<file path="config.mk">
export PLATFORM = sky130hd
export DESIGN_NAME = fetch_unit
export DESIGN_NICKNAME = d
export VERILOG_FILES = /design/src/rtl/core_pkg.sv /design/src/rtl/fetch_fifo.sv /design/src/rtl/fetch_unit.sv
export SDC_FILE = /design/constraint.sdc
export NUM_CORES = 1
export LEC_CHECK = 0
export CELL_PAD_IN_SITES_DETAIL_PLACEMENT = 0
export CELL_PAD_IN_SITES_GLOBAL_PLACEMENT = 1
export CORE_MARGIN = 2
export CORE_UTILIZATION = 45
export CTS_BUF_LIST = sky130_fd_sc_hd__clkbuf_16
export DETAILED_ROUTE_END_ITERATION = 8
export GPL_ROUTABILITY_DRIVEN = 0
export PLACE_DENSITY = 0.95
export SETUP_SLACK_MARGIN = 0.15
export SLEW_MARGIN = 0
export SYNTH_ARGS = -nofsm -noshare
export SYNTH_HDL_FRONTEND = slang
export SYNTH_SLANG_ARGS = --single-unit
</file>
<file path="constraint.sdc">
create_clock -name clk -period 16.65 [get_ports clk]
set_input_delay 3.33 -clock clk [delete_from_list [all_inputs] [get_ports clk]]
set_output_delay 3.33 -clock clk [all_outputs]
set_load 0.03 [all_outputs]
</file>
<file path="src/rtl/core_pkg.sv">
// Shared core definitions: NOP encoding, reset PC default, fetch FIFO entry
// layout and the J-type target helper used by fetch and the branch unit.
package core_pkg;

  localparam logic [31:0] NOP_INSTR        = 32'h0000_0000;
  localparam logic [31:0] RESET_PC_DEFAULT = 32'h0000_0000;

  typedef struct packed {
    logic [31:0] pc_plus4;
    logic [31:0] instr;
  } fetch_entry_t;

  typedef enum logic [1:0] {
    REDIR_NONE,
    REDIR_JUMP,
    REDIR_EX
  } redir_src_t;

  // J/JAL target: upper PC nibble of the delay-free successor, instr_index, word offset.
  function automatic logic [31:0] jump_target(input logic [31:0] pc_plus4,
                                              input logic [25:0] instr_index);
    return {pc_plus4[31:28], instr_index, 2'b00};
  endfunction

endpackage

</file>
<file path="src/rtl/fetch_fifo.sv">
// Synchronous power-of-two FIFO for fetched {pc+4, instr} entries.
// flush wins over push/pop; no read bypass, so a pushed word is visible next cycle.
module fetch_fifo #(
  parameter int unsigned WIDTH = 64,
  parameter int unsigned DEPTH = 2
) (
  input  logic                     clk,
  input  logic                     reset,
  input  logic                     push,
  input  logic                     pop,
  input  logic                     flush,
  input  logic [WIDTH-1:0]         din,
  output logic [WIDTH-1:0]         dout,
  output logic [$clog2(DEPTH):0]   count,
  output logic                     empty,
  output logic                     full
);

  localparam int unsigned AW = $clog2(DEPTH);

  logic [WIDTH-1:0] r_mem [DEPTH];
  logic [AW-1:0]    r_rd_ptr;
  logic [AW-1:0]    r_wr_ptr;
  logic [AW:0]      r_count;
  logic             w_push;
  logic             w_pop;

  assign w_push = push & ~full & ~flush;
  assign w_pop  = pop & ~empty & ~flush;

  always_ff @(posedge clk) begin
    if (reset || flush) begin
      r_rd_ptr <= '0;
      r_wr_ptr <= '0;
      r_count  <= '0;
    end else begin
      if (w_push) r_wr_ptr <= r_wr_ptr + AW'(1);
      if (w_pop)  r_rd_ptr <= r_rd_ptr + AW'(1);
      case ({w_push, w_pop})
        2'b10:   r_count <= r_count + (AW+1)'(1);
        2'b01:   r_count <= r_count - (AW+1)'(1);
        default: r_count <= r_count;
      endcase
    end
  end

  always_ff @(posedge clk) begin
    if (w_push) r_mem[r_wr_ptr] <= din;
  end

  assign dout  = r_mem[r_rd_ptr];
  assign count = r_count;
  assign empty = (r_count == '0);
  assign full  = (r_count == (AW+1)'(DEPTH));

endmodule

</file>
<file path="src/rtl/fetch_unit.sv">
// IF stage: credit-limited in-order I-memory requests, response FIFO, and the
// registered IF/ID output with jump / execute-redirect handling.
module fetch_unit
  import core_pkg::*;
#(
  parameter logic [31:0] RESET_PC   = RESET_PC_DEFAULT,
  parameter int unsigned FIFO_DEPTH = 2
) (
  input  logic        clk,
  input  logic        reset,
  input  logic        AnyStall,
  input  logic        Jump_ID,
  input  logic [25:0] JumpTgt_ID,
  input  logic        Redirect_EX,
  input  logic [31:0] RedirectPc_EX,
  output logic        IReq_valid,
  output logic [31:0] IReq_addr,
  input  logic        IReq_ready,
  input  logic        IResp_valid,
  input  logic [31:0] IResp_data,
  output logic [31:0] FetchData_IF,
  output logic        FetchValid_IF,
  output logic [31:0] PcPlus4_IF
);

  localparam int unsigned CW = $clog2(FIFO_DEPTH) + 1;

  logic [31:0]   r_fetch_pc;
  logic [31:0]   r_resp_pc;
  logic [CW-1:0] r_outstanding;
  logic [CW-1:0] r_drop_cnt;
  logic [31:0]   r_data;
  logic [31:0]   r_pc4;
  logic          r_valid;

  logic [CW-1:0] w_fifo_count;
  logic          w_fifo_empty;
  logic          w_fifo_full;
  fetch_entry_t  w_head;
  fetch_entry_t  w_push_entry;
  redir_src_t    w_redir_src;
  logic [31:0]   w_redir_tgt;
  logic          w_redirect;
  logic          w_hs;
  logic          w_keep;
  logic          w_push;
  logic          w_pop;
  logic [CW:0]   w_inflight;
  logic [CW-1:0] w_outstanding_nxt;

  // Credit covers both in-flight requests and buffered words, so every response has a slot.
  assign w_inflight = {1'b0, r_outstanding} + {1'b0, w_fifo_count};
  assign IReq_valid = ~reset & (w_inflight < (CW+1)'(FIFO_DEPTH));
  assign IReq_addr  = r_fetch_pc;
  assign w_hs       = IReq_valid & IReq_ready;

  assign w_keep            = IResp_valid & (r_drop_cnt == '0);
  assign w_outstanding_nxt = r_outstanding + CW'(w_hs) - CW'(IResp_valid);

  always_comb begin
    w_redir_src = REDIR_NONE;
    w_redir_tgt = r_fetch_pc;
    if (Redirect_EX) begin
      w_redir_src = REDIR_EX;
      w_redir_tgt = RedirectPc_EX;
    end else if (Jump_ID && r_valid && !AnyStall) begin
      w_redir_src = REDIR_JUMP;
      w_redir_tgt = jump_target(r_pc4, JumpTgt_ID);
    end
  end

  assign w_redirect = (w_redir_src != REDIR_NONE);
  assign w_push     = w_keep & ~w_redirect;
  assign w_pop      = ~AnyStall & ~w_redirect & ~w_fifo_empty;

  assign w_push_entry.pc_plus4 = r_resp_pc + 32'd4;
  assign w_push_entry.instr    = IResp_data;

  fetch_fifo #(
    .WIDTH ($bits(fetch_entry_t)),
    .DEPTH (FIFO_DEPTH)
  ) u_fifo (
    .clk   (clk),
    .reset (reset),
    .push  (w_push),
    .pop   (w_pop),
    .flush (w_redirect),
    .din   (w_push_entry),
    .dout  (w_head),
    .count (w_fifo_count),
    .empty (w_fifo_empty),
    .full  (w_fifo_full)
  );

  always_ff @(posedge clk) begin
    if (reset) begin
      r_fetch_pc    <= RESET_PC;
      r_resp_pc     <= RESET_PC;
      r_outstanding <= '0;
      r_drop_cnt    <= '0;
      r_data        <= NOP_INSTR;
      r_valid       <= 1'b0;
      r_pc4         <= '0;
    end else begin
      r_outstanding <= w_outstanding_nxt;
      if (w_redirect) begin
        // Everything still in flight after this edge belongs to the old stream.
        r_fetch_pc <= w_redir_tgt;
        r_resp_pc  <= w_redir_tgt;
        r_drop_cnt <= w_outstanding_nxt;
        r_data     <= NOP_INSTR;
        r_valid    <= 1'b0;
      end else begin
        if (w_hs)   r_fetch_pc <= r_fetch_pc + 32'd4;
        if (w_push) r_resp_pc  <= r_resp_pc + 32'd4;
        if (IResp_valid && (r_drop_cnt != '0)) r_drop_cnt <= r_drop_cnt - CW'(1);
        if (!AnyStall) begin
          if (!w_fifo_empty) begin
            r_data  <= w_head.instr;
            r_pc4   <= w_head.pc_plus4;
            r_valid <= 1'b1;
          end else begin
            r_data  <= NOP_INSTR;
            r_valid <= 1'b0;
          end
        end
      end
    end
  end

  assign FetchData_IF  = r_data;
  assign FetchValid_IF = r_valid;
  assign PcPlus4_IF    = r_pc4;

  a_no_push_full: assert property (@(posedge clk) disable iff (reset)
    !(w_push && w_fifo_full));
  a_resp_has_req: assert property (@(posedge clk) disable iff (reset)
    IResp_valid |-> (r_outstanding != '0));
  a_addr_aligned: assert property (@(posedge clk)
    IReq_addr[1:0] == 2'b00);

endmodule

</file>
==> impl_metrics.tcl <==
set metrics [dict create \
    status "complete, no violations" \
    drc_errors 0 \
    cts_resized 0 \
    path_cells "buf_2 -> nor3_4 -> clkdlybuf4s50_1" \
    antenna_found_initial 2 \
    ys_seq_area_share_pct 55.7 \
    io_buffers 194 \
    cts_setup_buffers 0 \
    clkSinkCount 266 \
    min_path_cells 0 \
    synthTopCellsByArea "edfxtp_1, dfxtp_1, nor2_1, a211oi_1, mux2_2" \
    crit_type "in -> out" \
    synth-seq-cells 266 \
    cpPeakStageDelay_ns 0.69 \
    cts_tree "built" \
    cp_max_fo 7 \
    grt-ovfl-total 0 \
    via_per_inst 5.70 \
    drtIter0Drc 932 \
    min_to "u_fifo.r_mem[0][32]" \
    synthArstFlopShare_pct 0 \
    routed.top_layer "met5" \
    powerDensity_nw_per_um2 104 \
    start_util_pct 45.6 \
    synth-simple-area-share_pct 16.1 \
    rr_startpoint "u_fifo.count[0]" \
    wl_met2_microns 13300 \
    timing.rr.end "IReq_addr[25]" \
    dieArea_sq_um 27700 \
    clkLatencyLatePin_ns 0.54 \
    dieHeight_microns 166 \
    critical_path.n_buffers_inverters 2 \
    cp_slowest_cell "clkdlybuf4s50_1" \
    regArea_sq_um 6610 \
    synth_area_per_cell_sq_um 10.7 \
    syn_to_final_growth_pct 25.4 \
    max_cap_viol_count 0 \
    cts_root_buf "clkbuf_16" \
    grt_pass1_wl_microns 47600 \
    cts_buffer_depth 3 \
    critPathArrivalTime_ns 4.29 \
    hold_buffers 0 \
    netlist_area_sq_um 11900 \
    synth_xor_area_share_pct 2.81 \
    worst_slew_pin_slew_ns 1.15 \
    synth_top_area_share_pct 32.4 \
    rrSetupSlack_ns 13.07 \
    setup_tns_ns 0 \
    hold_viol 0 \
    syn_inst 1112 \
    rows 59 \
    rsz0062_at_grt "false" \
    synthAdderAreaFrac_pct 0.802 \
    wl_per_cell_microns 18.6 \
    synth_top_cell_by_area "edfxtp_1" \
    p_leak_nw 5.01 \
    synth.mux.area_fraction_pct 5.99 \
    coreArea_sq_um 26000 \
    synth_top_family_by_area "simple AND/OR/NAND/NOR gates" \
    synth.distinct_cells 75 \
    drv_slew 0 \
    cp.depth 3 \
    hp-start "r_resp_pc[0]" \
    drt-total-wl_microns 30300 \
    clk_pin_slew_ns 0.06 \
    synth-compound-area-share_pct 14.7 \
    grt_util_all_layers_pct 21.1 \
    nFillCells 2196 \
    cp-end-kind "output port" \
    antenna_left 0 \
    cts_buffers 28 \
    hp-class "reg -> reg" \
    multi_input_area_sq_um 4820 \
    crit_family "buffers and inverters" \
    required_ns 13.32 \
    nets 1378 \
    start_kind "input pin" \
    pin_count 195 \
    htreeDepth 1 \
    dp_slack_ns 9.02 \
    grt_max_degree 84 \
    period_needed_ns 7.62 \
    vdd_drop_max_v 0.0000712 \
    synthFlopType "dfxtp_1" \
    slew_headroom_pct 23.2 \
    fin_skew_ns 0.0199 \
    synth_edf_count 128 \
    ys_warn_count 0 \
    drive_gt1_share_pct 9.65 \
    wl_met3_microns 2720 \
    drtPass1Iterations 5 \
    finalSetupViolCount 0 \
    grt_pass1_vias 8740 \
    setup_ws_ns 9.03 \
    wl_met1_microns 13500 \
    hpwl_microns 19700 \
    synth_fp_nets 1216 \
    fmaxAchievable_mhz 131 \
    rr_worst_depth 8 \
    vias 9301 \
    dieWidth_microns 166 \
    period_share_pct 45.8 \
]
==> placed cells by master, fill, tap and decap left out, types with 14 or more instances in the layout <==
master and count:
a211oi_1 50, a21oi_1 59, a22oi_1 35, a31oi_1 16, and3_1 14, clkbuf_16 30, clkdlybuf4s50_1 192, dfxtp_1 137
edfxtp_1 128, inv_1 18, mux2_2 32, mux2i_1 35, nand2_1 79, nand3_1 33, nand4_1 20, nor2_1 137
nor3_1 29, o21ai_0 47, xnor2_1 25
==> synth_stat cells (15+ instances only) <==
cell type,instances
clkbuf_1,38
nand4_1,20
a31oi_1,16
a22oi_1,35
buf_2,16
mux2i_1,35
a211oi_1,50
dfxtp_1,138
edfxtp_1,128
mux2_2,32
nand3_1,33
a21oi_1,59
nor2_1,139
nor3_1,30
nand2_1,79
o21ai_0,47
and3_1,15
xnor2_1,25
==> through the flow <==
step                instances  hold WS, ns  util [%]  cell area, sq um  power, mW
finish                   1632        0.466      57.2             14900       1.55
global route             1631        0.480      57.2             14900       1.60
CTS                      1631        0.463      57.2             14900       1.56
detailed placement       1579        0.449      53.6             13900      0.931
global placement         1579        0.432      53.6             13900      0.926
floorplan                1112        0.425         -             11900      0.860
==> how the worst max path moves through the flow <==
| stage | to | startpoint | slack (ns) |
|---|---|---|---|
| 6_report | IReq_valid | reset | 9.03 |
| 3_3_place_gp | IReq_valid | reset | 9.03 |
| 4_1_cts | IReq_valid | reset | 9.02 |
| 5_1_grt | IReq_valid | reset | 9.00 |
| 3_5_place_dp | IReq_valid | reset | 9.02 |
| 2_1_floorplan | u_fifo.r_mem[0][0] | Jump_ID | 9.10 |
==> power by group <==
group          switching, mW  total, mW  internal (mW)
logic                  0.102      0.176         0.0740
registers             0.0240      0.743          0.719
clock network          0.255      0.627          0.371
total                  0.381       1.55           1.16
==> final cells by class <==
class | count | area share, %
clock inverter | 22 | 1.26
tap | 335 | 2.82
multi-input combinational | 757 | 32.4
sequential | 266 | 44.5
timing repair buffer | 206 | 13.6
clock buffer | 30 | 5.05
inverter | 15 | 0.379
antenna | 1 | 0.0168
==> layer usage <==
| layer | GRT usage (%) | vias up |
|---|---|---|
| li1 | - | 4463 |
| met1 | 30.8 | 4334 |
| met2 | 32.0 | 449 |
| met3 | 4.19 | 53 |
| met4 | 5.85 | 2 |
| met5 | 0 | - |
==> worst register-to-register path: cells and delay by family (launching register included) <==
| family | cells | cell delay (ns) |
|---|---|---|
| flops | 1 | 0.41 |
| compound gates | 1 | 0.42 |
| simple gates | 5 | 1.87 |
| fa+ha+maj | 1 | 0.46 |
| buf+inv | 1 | 0.30 |
==> flip-flops by register name, summed over array words and instances, names as in the netlist, named ones only <==
name	cells
FetchData_IF	32
FetchValid_IF	1
IReq_addr	32
PcPlus4_IF	32
r_drop_cnt	2
r_outstanding	2
r_resp_pc	32
u_fifo.count	2
u_fifo.r_mem	128
u_fifo.r_rd_ptr	1
u_fifo.r_wr_ptr	1
==> kinds of logic (layout without fill, tap and decap cells) <==
| logic type | count (synthesis) | in the layout |
|---|---|---|
| compound gates | 262 | 262 |
| simple gates | 383 | 383 |
| xor+xnor | 38 | 38 |
| buf+inv | 89 | 273 |
| fa+ha+maj | 7 | 7 |
| flops | 266 | 266 |
| other cells | 0 | 1 |
| mux | 67 | 67 |
Note: power is estimated with default switching activity, not from simulation.
